**src/rtl/control_fsm_pkg.sv**
```systemverilog
`default_nettype none
// ============================================================================
// control_fsm_pkg : state, opcode, ALU, immediate and mux-select encodings
// Revision 1.0
// ============================================================================
package control_fsm_pkg;

  typedef enum logic [3:0] {
    S_FETCH   = 4'd0,
    S_DECODE  = 4'd1,
    S_MEMADR  = 4'd2,
    S_MEMREAD = 4'd3,
    S_MEMWB   = 4'd4,
    S_MEMWR   = 4'd5,
    S_EXECR   = 4'd6,
    S_EXECI   = 4'd7,
    S_ALUWB   = 4'd8,
    S_JAL     = 4'd9,
    S_JALR    = 4'd10,
    S_JALRPC  = 4'd11,
    S_BRANCH  = 4'd12,
    S_LUI     = 4'd13,
    S_AUIPC   = 4'd14
  } state_t;

  typedef enum logic [1:0] {
    ALUOP_ADD   = 2'd0,
    ALUOP_SUB   = 2'd1,
    ALUOP_RTYPE = 2'd2,
    ALUOP_ITYPE = 2'd3
  } aluop_t;

  localparam logic [6:0] c_op_load   = 7'b0000011;
  localparam logic [6:0] c_op_store  = 7'b0100011;
  localparam logic [6:0] c_op_rtype  = 7'b0110011;
  localparam logic [6:0] c_op_itype  = 7'b0010011;
  localparam logic [6:0] c_op_jal    = 7'b1101111;
  localparam logic [6:0] c_op_jalr   = 7'b1100111;
  localparam logic [6:0] c_op_branch = 7'b1100011;
  localparam logic [6:0] c_op_lui    = 7'b0110111;
  localparam logic [6:0] c_op_auipc  = 7'b0010111;

  localparam logic [3:0] c_alu_add  = 4'b0000;
  localparam logic [3:0] c_alu_sub  = 4'b0001;
  localparam logic [3:0] c_alu_and  = 4'b0010;
  localparam logic [3:0] c_alu_or   = 4'b0011;
  localparam logic [3:0] c_alu_xor  = 4'b0100;
  localparam logic [3:0] c_alu_slt  = 4'b0101;
  localparam logic [3:0] c_alu_sltu = 4'b0110;
  localparam logic [3:0] c_alu_sll  = 4'b0111;
  localparam logic [3:0] c_alu_srl  = 4'b1000;
  localparam logic [3:0] c_alu_sra  = 4'b1001;

  localparam logic [2:0] c_imm_i = 3'b000;
  localparam logic [2:0] c_imm_s = 3'b001;
  localparam logic [2:0] c_imm_b = 3'b010;
  localparam logic [2:0] c_imm_j = 3'b011;
  localparam logic [2:0] c_imm_u = 3'b100;

  localparam logic [1:0] c_srca_pc    = 2'b00;
  localparam logic [1:0] c_srca_oldpc = 2'b01;
  localparam logic [1:0] c_srca_a     = 2'b10;
  localparam logic [1:0] c_srca_zero  = 2'b11;

  localparam logic [1:0] c_srcb_wd    = 2'b00;
  localparam logic [1:0] c_srcb_imm   = 2'b01;
  localparam logic [1:0] c_srcb_four  = 2'b10;

  localparam logic [1:0] c_res_aluout = 2'b00;
  localparam logic [1:0] c_res_data   = 2'b01;
  localparam logic [1:0] c_res_alures = 2'b10;

  localparam logic c_adr_pc     = 1'b0;
  localparam logic c_adr_result = 1'b1;

  localparam logic [2:0] c_f3_beq  = 3'b000;
  localparam logic [2:0] c_f3_bne  = 3'b001;
  localparam logic [2:0] c_f3_blt  = 3'b100;
  localparam logic [2:0] c_f3_bge  = 3'b101;
  localparam logic [2:0] c_f3_bltu = 3'b110;
  localparam logic [2:0] c_f3_bgeu = 3'b111;

  // Carry=1 means no borrow, so unsigned less-than is !Carry.
  function automatic logic branch_taken(input logic [2:0] f3,
                                        input logic z, input logic n,
                                        input logic c, input logic v);
    logic t;
    t = 1'b0;
    case (f3)
      c_f3_beq:  t = z;
      c_f3_bne:  t = ~z;
      c_f3_blt:  t = n ^ v;
      c_f3_bge:  t = ~(n ^ v);
      c_f3_bltu: t = ~c;
      c_f3_bgeu: t = c;
      default:   t = 1'b0;
    endcase
    return t;
  endfunction

endpackage
`default_nettype wire

```
**src/rtl/control_fsm_alu_decoder.sv**
```systemverilog
`default_nettype none
// ============================================================================
// alu_decoder : maps ALU operation class plus func3/func7b5 to ALUControl
// Revision 1.0
// ============================================================================
module alu_decoder
  import control_fsm_pkg::*;
(
  input  aluop_t     alu_op,
  input  logic [2:0] func3,
  input  logic       func7b5,
  output logic [3:0] alu_control
);

  logic [3:0] w_funct;

  // Immediate forms never subtract; func7b5 there is part of the immediate.
  always_comb begin
    w_funct = c_alu_add;
    case (func3)
      3'b000:  w_funct = (alu_op == ALUOP_RTYPE && func7b5) ? c_alu_sub : c_alu_add;
      3'b001:  w_funct = c_alu_sll;
      3'b010:  w_funct = c_alu_slt;
      3'b011:  w_funct = c_alu_sltu;
      3'b100:  w_funct = c_alu_xor;
      3'b101:  w_funct = func7b5 ? c_alu_sra : c_alu_srl;
      3'b110:  w_funct = c_alu_or;
      3'b111:  w_funct = c_alu_and;
      default: w_funct = c_alu_add;
    endcase
  end

  always_comb begin
    alu_control = c_alu_add;
    case (alu_op)
      ALUOP_ADD:   alu_control = c_alu_add;
      ALUOP_SUB:   alu_control = c_alu_sub;
      ALUOP_RTYPE: alu_control = w_funct;
      ALUOP_ITYPE: alu_control = w_funct;
      default:     alu_control = c_alu_add;
    endcase
  end

endmodule
`default_nettype wire

```
**src/rtl/control_fsm.sv**
```systemverilog
`default_nettype none
// ============================================================================
// control_fsm : multicycle RV32I control unit with retired-instruction counter
// Revision 1.0
// ============================================================================
module control_fsm
  import control_fsm_pkg::*;
(
  input  logic        clk,
  input  logic        reset,
  input  logic [6:0]  op,
  input  logic [2:0]  func3,
  input  logic        func7b5,
  input  logic        Zero,
  input  logic        Negative,
  input  logic        Carry,
  input  logic        Overflow,
  input  logic        mem_ready,
  output logic        RegWrite,
  output logic        IRWrite,
  output logic        AdrSrc,
  output logic        PCWrite,
  output logic        MemWrite,
  output logic [1:0]  ResultSrc,
  output logic [1:0]  ALUSrcA,
  output logic [1:0]  ALUSrcB,
  output logic [2:0]  ImmSrc,
  output logic [3:0]  ALUControl,
  output logic        illegal,
  output logic [31:0] instret
);

  state_t      r_state;
  state_t      w_next;
  logic [31:0] r_instret;

  logic        w_regwrite;
  logic        w_irwrite;
  logic        w_adrsrc;
  logic        w_pcwrite;
  logic        w_memwrite;
  logic [1:0]  w_ressrc;
  logic [1:0]  w_srca;
  logic [1:0]  w_srcb;
  logic [2:0]  w_immsrc;
  logic        w_illegal;
  aluop_t      w_alu_op;
  logic [3:0]  w_alu_control;
  logic        w_retire;

  always_ff @(posedge clk) begin
    if (reset) begin
      r_state <= S_FETCH;
    end else begin
      r_state <= w_next;
    end
  end

  always_comb begin
    w_next     = r_state;
    w_regwrite = 1'b0;
    w_irwrite  = 1'b0;
    w_adrsrc   = c_adr_pc;
    w_pcwrite  = 1'b0;
    w_memwrite = 1'b0;
    w_ressrc   = c_res_aluout;
    w_srca     = c_srca_pc;
    w_srcb     = c_srcb_wd;
    w_immsrc   = c_imm_i;
    w_illegal  = 1'b0;
    w_alu_op   = ALUOP_ADD;
    case (r_state)
      S_FETCH: begin
        w_srcb   = c_srcb_four;
        w_ressrc = c_res_alures;
        if (mem_ready) begin
          w_irwrite = 1'b1;
          w_pcwrite = 1'b1;
          w_next    = S_DECODE;
        end
      end
      S_DECODE: begin
        // Branch target is precomputed into ALUOut while the opcode is decoded.
        w_srca   = c_srca_oldpc;
        w_srcb   = c_srcb_imm;
        w_immsrc = (op == c_op_jal) ? c_imm_j : c_imm_b;
        case (op)
          c_op_load, c_op_store: w_next = S_MEMADR;
          c_op_rtype:            w_next = S_EXECR;
          c_op_itype:            w_next = S_EXECI;
          c_op_jal:              w_next = S_JAL;
          c_op_jalr:             w_next = S_JALR;
          c_op_branch:           w_next = S_BRANCH;
          c_op_lui:              w_next = S_LUI;
          c_op_auipc:            w_next = S_AUIPC;
          default: begin
            w_illegal = 1'b1;
            w_next    = S_FETCH;
          end
        endcase
      end
      S_MEMADR: begin
        w_srca   = c_srca_a;
        w_srcb   = c_srcb_imm;
        w_immsrc = (op == c_op_store) ? c_imm_s : c_imm_i;
        w_next   = (op == c_op_store) ? S_MEMWR : S_MEMREAD;
      end
      S_MEMREAD: begin
        w_adrsrc = c_adr_result;
        if (mem_ready) begin
          w_next = S_MEMWB;
        end
      end
      S_MEMWB: begin
        w_ressrc   = c_res_data;
        w_regwrite = 1'b1;
        w_next     = S_FETCH;
      end
      S_MEMWR: begin
        w_adrsrc   = c_adr_result;
        w_memwrite = 1'b1;
        w_next     = S_FETCH;
      end
      S_EXECR: begin
        w_srca   = c_srca_a;
        w_srcb   = c_srcb_wd;
        w_alu_op = ALUOP_RTYPE;
        w_next   = S_ALUWB;
      end
      S_EXECI: begin
        w_srca   = c_srca_a;
        w_srcb   = c_srcb_imm;
        w_immsrc = c_imm_i;
        w_alu_op = ALUOP_ITYPE;
        w_next   = S_ALUWB;
      end
      S_ALUWB: begin
        w_regwrite = 1'b1;
        w_next     = S_FETCH;
      end
      S_JAL, S_JALRPC: begin
        w_pcwrite = 1'b1;
        w_srca    = c_srca_oldpc;
        w_srcb    = c_srcb_four;
        w_next    = S_ALUWB;
      end
      S_JALR: begin
        w_srca   = c_srca_a;
        w_srcb   = c_srcb_imm;
        w_immsrc = c_imm_i;
        w_next   = S_JALRPC;
      end
      S_BRANCH: begin
        w_srca    = c_srca_a;
        w_srcb    = c_srcb_wd;
        w_alu_op  = ALUOP_SUB;
        w_pcwrite = branch_taken(func3, Zero, Negative, Carry, Overflow);
        w_next    = S_FETCH;
      end
      S_LUI: begin
        w_srca   = c_srca_zero;
        w_srcb   = c_srcb_imm;
        w_immsrc = c_imm_u;
        w_next   = S_ALUWB;
      end
      S_AUIPC: begin
        w_srca   = c_srca_oldpc;
        w_srcb   = c_srcb_imm;
        w_immsrc = c_imm_u;
        w_next   = S_ALUWB;
      end
      default: begin
        w_next = S_FETCH;
      end
    endcase
  end

  alu_decoder u_alu_decoder (
    .alu_op      (w_alu_op),
    .func3       (func3),
    .func7b5     (func7b5),
    .alu_control (w_alu_control)
  );

  assign w_retire = (r_state == S_MEMWB) || (r_state == S_MEMWR) ||
                    (r_state == S_ALUWB) || (r_state == S_BRANCH);

  always_ff @(posedge clk) begin
    if (reset) begin
      r_instret <= 32'd0;
    end else if (w_retire) begin
      r_instret <= r_instret + 32'd1;
    end
  end

  // Every strobe and select is forced low while reset is held.
  assign RegWrite   = w_regwrite & ~reset;
  assign IRWrite    = w_irwrite  & ~reset;
  assign AdrSrc     = w_adrsrc   & ~reset;
  assign PCWrite    = w_pcwrite  & ~reset;
  assign MemWrite   = w_memwrite & ~reset;
  assign illegal    = w_illegal  & ~reset;
  assign ResultSrc  = reset ? 2'b00   : w_ressrc;
  assign ALUSrcA    = reset ? 2'b00   : w_srca;
  assign ALUSrcB    = reset ? 2'b00   : w_srcb;
  assign ImmSrc     = reset ? 3'b000  : w_immsrc;
  assign ALUControl = reset ? 4'b0000 : w_alu_control;
  assign instret    = r_instret;

endmodule
`default_nettype wire

```
**config.mk**
```make
export PLATFORM = sky130hd
export DESIGN_NAME = control_fsm
export DESIGN_NICKNAME = d
export VERILOG_FILES = /design/src/rtl/control_fsm_pkg.sv /design/src/rtl/control_fsm_alu_decoder.sv /design/src/rtl/control_fsm.sv
export SDC_FILE = /design/constraint.sdc
export NUM_CORES = 1
export LEC_CHECK = 0
export CAP_MARGIN = 20
export CORE_MARGIN = 2
export CORE_UTILIZATION = 50
export CTS_BUF_LIST = sky130_fd_sc_hd__clkbuf_2
export DETAILED_ROUTE_END_ITERATION = 7
export GPL_TIMING_DRIVEN = 0
export PLACE_DENSITY_LB_ADDON = 0.25
export RECOVER_POWER = 50
export SYNTH_ARGS = -nofsm -noshare
export SYNTH_HDL_FRONTEND = slang
export SYNTH_SLANG_ARGS = --single-unit
export TNS_END_PERCENT = 10
```
**constraint.sdc**
```tcl
create_clock -name clk -period 2.2 [get_ports clk]
set_input_delay 0.44 -clock clk [delete_from_list [all_inputs] [get_ports clk]]
set_output_delay 0.44 -clock clk [all_outputs]
set_load 0.01 [all_outputs]
```
==> results.yml, run 1 <==
layout:
  diodes: 0
  nets: 432
  area_growth_pct: 40.89
  seqCellArea_sq_um: 730.7
  multi_input_area_sq_um: 1707
  instances_no_fill: 481
  fillCellCount: 389
  final_area_sq_um: 3522
  fin_util_pct: 73.59
  drive_gt1_share_pct: 21.26
timing:
  finalWorstSetupSlack_ns: -0.2322
  period_share_pct: 110.6
  fmax_ghz: 0.4111
  fin_setup_tns_ns: -1.390
  tightestPinTransition_ns: 0.4800
  slew_viol_final: 0
  max_slew_margin_pct: 68.00
  min_period_ns: 2.432
  holdWs_ns: 0.4815
  setup_viol: 10
  final_hold_viol_count: 0
  rsz0062_at_grt: "yes"
  skew_ns: 0.02090
global_routing:
  grt_pass1_wl_um: 11350
  antenna_found_initial: 0
  grt_overflow: 0
  grt_use_total_pct: 25.72
  grt_pass1_vias: 2561
  grt_max_degree: 12
synth:
  post_synth.cell_area_avg_sq_um: 7.692
  synth-edff-count: 0
  synth_cells: 325
  ys_top_cells_by_area: "dfxtp_1 (29%), nor2_1 (5.4%), mux2_2 (5.0%), a21oi_1 (4.4%), nor2b_1 (4.3%)"
  syn_area_sq_um: 2500
  yosysWarningCount: 0
  synth_nets: 344
  synth_top_area_share_pct: 28.83
  yosys-top-cells-count: "dfxtp_1 (36), nor2_1 (36), a21oi_1 (22)"
  synth.largest_area_cell: "dfxtp_1"
  synth-seq-cells: 36
  synthArstFlopShare_pct: 0
  synth-seq-area-share_pct: 28.83
  synthDistinctLibCells: 55
  synth_ff_type: "dfxtp_1"
clock_tree:
  cts_buffer_depth: 2
  cts_htree_levels: 2
  numCtsBuffers: 5
  cts_tree: "built"
  insertion_delay_ns: 0.43
  ctsHoldBuffers: 0
  root_buffer: "clkbuf_2"
  cts.clk_slew.worst_paths_ns: 0.19
  numClockSinks: 36
floorplan:
  die_h_um: 74.71
  pin_count: 69
  die-width_um: 74.71
  core_area_sq_um: 4786
  dieArea_sq_um: 5582
  start_util_pct: 52.24
  core.rowCount: 25
drt:
  viasPerCell: 5.971
  first_iter_violations: 171
  wirelength_um: 7612
  drc_errors: 0
  dr.pass1.iters: 5
  postRouteAntennaNets: 0
  num_vias: 2872
  wl_per_cell_um: 15.83
placement:
  dp_slack_ns: -0.9534
  gp_congestion: 0.9112
  dp_cells: 458
  placed_cell_area_sq_um: 3244
  dpl.hpwl_um: 4925
  port-buffer-count: 66
setup_path:
  cp-end-kind: "output port"
  path_delay_family: "simple AND/OR/NAND/NOR gates"
  crit_required_ns: 1.76
  startpoint_type: "flip-flop"
  r2r_slack_ns: -0.21
  path_max_fanout: 8
  arrival_ns: 1.99
  cp.buffers_inverters: 2
  cp_slowest_stage_delay_ns: 0.41
  crit_chain: "or2_1 > buf_6 > nor3_4 > a22oi_2 > a2111oi_2 > buf_2"
  worstSetupPathType: "flip-flop to output port"
  cpMaxStageDelayCell: "dfxtp_4"
status:
  failed_checks: "setup timing"
  status: "finished, violations left"
power_and_ir_drop:
  finalPower_mw: 1.250
  p_leak_nw: 1.292
  ir_drop_mv: 0.3497
  power_density_nw_per_um2: 354.9
job:
  max-cap-violations: 0
worst_hold_path:
  hp-class: "input port to flip-flop"
-- logic make-up after synthesis --
| logic type | count (synthesis) | synth area share, % |
|---|---|---|
| simple gates | 161 | 36.59 |
| compound gates | 62 | 16.07 |
| buf+inv | 37 | 6.907 |
| flops | 36 | 28.83 |
| mux | 14 | 6.156 |
| xor+xnor | 13 | 4.555 |
| fa+ha+maj | 2 | 0.9008 |
-- worst paths after layout --
check | to | depth (start not counted) | from
worst max-delay path | ImmSrc[0] | 6 | r_state[3]
worst min-delay path | r_state[2] | 4 | op[6]
worst min register to register | instret[17] | 2 | instret[17]
worst max register to register | r_state[0] | 16 | r_state[3]
-- state kept, by name, indices dropped and copies added, names as in the netlist --
signal / cells
instret: 32
r_state: 4
-- area by class of cell --
class / instances / area share, %
Buffer: 21 / 4.014
Clock buffer: 5 / 0.7105
Clock inverter: 3 / 1.066
Inverter: 14 / 1.492
Multi-Input combinational cell: 252 / 48.45
Sequential cell: 36 / 20.75
Tap cell: 67 / 2.380
Timing Repair Buffer: 83 / 21.14
-- layer usage --
metal  track usage, %  share of wire, %
met5                0                 0
met4            9.127               2.0
met3            3.882               6.2
met2            44.54                49
met1            32.54                42
-- repair_timing --
action                     4_1_cts  5_1_grt
gates resized for setup         80       19
setup endpoints to repair       19       18
pin swaps                        6        6
setup buffers                   11        6
-- placed cells by master (no fill, tap or decap), types with 10 or more instances in the layout --
master,synthesis,routed
nor2b_1,17,17
o21ai_0,10,10
a21oi_1,22,22
nand4_1,10,10
buf_2,6,13
dfxtp_1,36,32
inv_1,14,13
mux2_2,11,11
buf_4,1,20
nand3_1,10,10
nor2_1,36,33
nor4_1,16,14
clkdlybuf4s50_1,0,43
nand2_1,19,19
-- tightest hold or removal path, delay by kind of cell --
family,cells,cell delay (ns)
buffers and inverters,2,0.24
AOI/OAI and AO/OA,2,0.19
-- power breakdown --
| part | total, mW | internal (mW) | switching (mW) |
|---|---|---|---|
| registers | 0.654 | 0.652 | 0.00170 |
| clock network | 0.426 | 0.185 | 0.240 |
| logic | 0.171 | 0.0773 | 0.0935 |
| total | 1.25 | 0.915 | 0.336 |
Note: power is estimated with default switching activity, not from simulation.
==> inputs of run 2 (changes only) <==
--- a/config.mk
+++ b/config.mk
@@ -6,13 +6,14 @@
 export NUM_CORES = 1
 export LEC_CHECK = 0
 export CAP_MARGIN = 20
+export CELL_PAD_IN_SITES_DETAIL_PLACEMENT = 0
+export CELL_PAD_IN_SITES_GLOBAL_PLACEMENT = 1
 export CORE_MARGIN = 2
-export CORE_UTILIZATION = 50
+export CORE_UTILIZATION = 36
 export CTS_BUF_LIST = sky130_fd_sc_hd__clkbuf_2
 export DETAILED_ROUTE_END_ITERATION = 7
 export GPL_TIMING_DRIVEN = 0
 export PLACE_DENSITY_LB_ADDON = 0.25
-export RECOVER_POWER = 50
 export SYNTH_ARGS = -nofsm -noshare
 export SYNTH_HDL_FRONTEND = slang
 export SYNTH_SLANG_ARGS = --single-unit
==> results.yml, run 2 (synthesis gave the netlist of run 1 again) <==
layout:
  area_growth_pct: 40.14
  drive_gt1_share_pct: 20.44
  diodes: 0
  largest_reg_flops: 32
  nets: 424
  layout_commonest_cell: "clkdlybuf4s50_1"
  final_cell_mix: "clkdlybuf4s50_1 (39), nor2_1 (32), dfxtp_1 (32), a21oi_1 (22), nand2_1 (18)"
setup_path:
  path_max_fanout: 10
  worstSetupPathType: "flip-flop to output port"
  startpoint_type: "flip-flop"
  cp-end-kind: "output port"
  crit_required_ns: 1.76
  r2r-start: "instret[7]"
  r2r_slack_ns: 0.22
  arrival_ns: 1.97
  r2r-end: "instret[23]"
  rr_worst_depth: 5
clock_tree:
  cts.clk_slew.worst_paths_ns: 0.17
  insertion_delay_ns: 0.41
  cts_htree_levels: 2
  numCtsBuffers: 5
  cts_buffer_depth: 2
  numClockSinks: 36
  cts_tree: "built"
  root_buffer: "clkbuf_2"
status:
  failed_checks: "setup timing"
  status: "finished, violations left"
timing:
  setup_viol: 6
  finalWorstSetupSlack_ns: -0.2129
  min_period_ns: 2.413
  skew_ns: 0.02768
  final_hold_viol_count: 0
  fin_setup_tns_ns: -0.6415
  tightestPinTransition_ns: 0.4996
  slew_viol_final: 0
  fmax_ghz: 0.4144
  max_slew_margin_pct: 66.69
  rsz0062_at_grt: "yes"
  period_share_pct: 109.7
power_and_ir_drop:
  finalPower_mw: 1.249
  power_density_nw_per_um2: 356.5
  ir_drop_mv: 0.2446
  p_leak_nw: 1.304
floorplan:
  core_area_sq_um: 6756
  start_util_pct: 37.00
  die-width_um: 87.33
  pin_count: 69
  core.rowCount: 30
  die_h_um: 87.33
  dieArea_sq_um: 7627
placement:
  dpl.hpwl_um: 5179
  port-buffer-count: 66
  gp_congestion: 0.8082
drt:
  drc_errors: 0
  wirelength_um: 7251
  first_iter_violations: 85
  wl_per_cell_um: 14.92
  postRouteAntennaNets: 0
  viasPerCell: 5.660
  num_vias: 2751
  dr.pass1.iters: 4
global_routing:
  grt_pass1_wl_um: 11910
  grt_use_total_pct: 19.29
  antenna_found_initial: 0
  grt_pass1_vias: 2491
  grt_max_degree: 12
  grt_overflow: 0
worst_hold_path:
  hp-start: "op[6]"
  hold_end: "r_state[2]"
  whs_path_depth: 4
  hp-class: "input port to flip-flop"
job:
  max-cap-violations: 0
[run 2: cell count changes in the layout (fill, tap and decap cells not counted), sizes merged]
cell | previous run | this run
dlymetal6s2s | 4 | 8
dlygate4sd2 | 7 | 8
clkinv | 2 | 1
clkdlybuf4s15 | 3 | 2
clkdlybuf4s50 | 43 | 39
buf | 37 | 30
[run 2: worst max path at each step]
stage / startpoint / endpoint / slack, ns / depth (start not counted)
floorplan: r_state[3] / ImmSrc[0] / 0.17 / 7
global placement: op[6] / ImmSrc[0] / -0.94 / 6
detailed placement: op[6] / ImmSrc[0] / -0.94 / 6
CTS: r_state[3] / ImmSrc[0] / -0.23 / 8
global route: r_state[3] / ImmSrc[0] / -0.29 / 6
finish: r_state[3] / ImmSrc[0] / -0.21 / 6
[run 2: layer usage]
layer	wire, um	global-route usage, %	vias to the layer above
li1	-	-	1352
met1	3363	26.03	1328
met2	3571	32.16	64
met3	263	3.223	7
met4	52	4.336	0
met5	0	0	-
[run 2: repair_timing]
item / CTS / global route
pin swaps: 8 / 8
gates cloned: 0 / 0
hold buffers: 0 / 0
gates resized for setup: 76 / 27
endpoints found under the setup margin: 19 / 17
setup buffers: 0 / 9
[run 2: power by group]
part | internal [mW] | switching [mW]
clock | 0.196 | 0.232
sequential | 0.653 | 0.00181
combinational | 0.0750 | 0.0915
[run 2: final cells by class]
class	instances	area [sq um]
fillers	674	3253
multi-input cells	252	1715
flip-flops and latches	36	728.2
repair buffers	75	693.2
plain buffers	21	148.9
well taps	80	100.1
inverters	14	52.55
clock inverters	2	35.03
clock buffers	6	30.03
[run 2: worst max-delay path, stage by stage, from the launching register on]
cell and delay [ns]:
dfxtp_2 0.35, buf_6 0.13, or2_4 0.31, nor3_4 0.20, a22oi_2 0.07, a2111oi_2 0.33
buf_2 0.19
[run 2: per-stage QoR]
step / instance area (sq um) / setup WS, ns / utilization, % / instances / hold WS [ns]
floorplan: 2500 / 0.1749 / - / 325 / 0.5038
global placement: 3261 / -0.9443 / 48.26 / 471 / 0.4855
detailed placement: 3261 / -0.9435 / 48.26 / 471 / 0.4963
CTS: 3433 / -0.2253 / 50.81 / 479 / 0.5161
global route: 3503 / -0.2868 / 51.85 / 486 / 0.5242
finish: 3503 / -0.2129 / 51.85 / 486 / 0.4985
==> inputs of run 3 (changes only) <==
--- a/config.mk
+++ b/config.mk
@@ -14,6 +14,7 @@
 export DETAILED_ROUTE_END_ITERATION = 7
 export GPL_TIMING_DRIVEN = 0
 export PLACE_DENSITY_LB_ADDON = 0.25
+export RECOVER_POWER = 25
 export SYNTH_ARGS = -nofsm -noshare
 export SYNTH_HDL_FRONTEND = slang
 export SYNTH_SLANG_ARGS = --single-unit
==> results of run 3 <==
No change in the layout: final DEF, timing and power equal those of run 2.
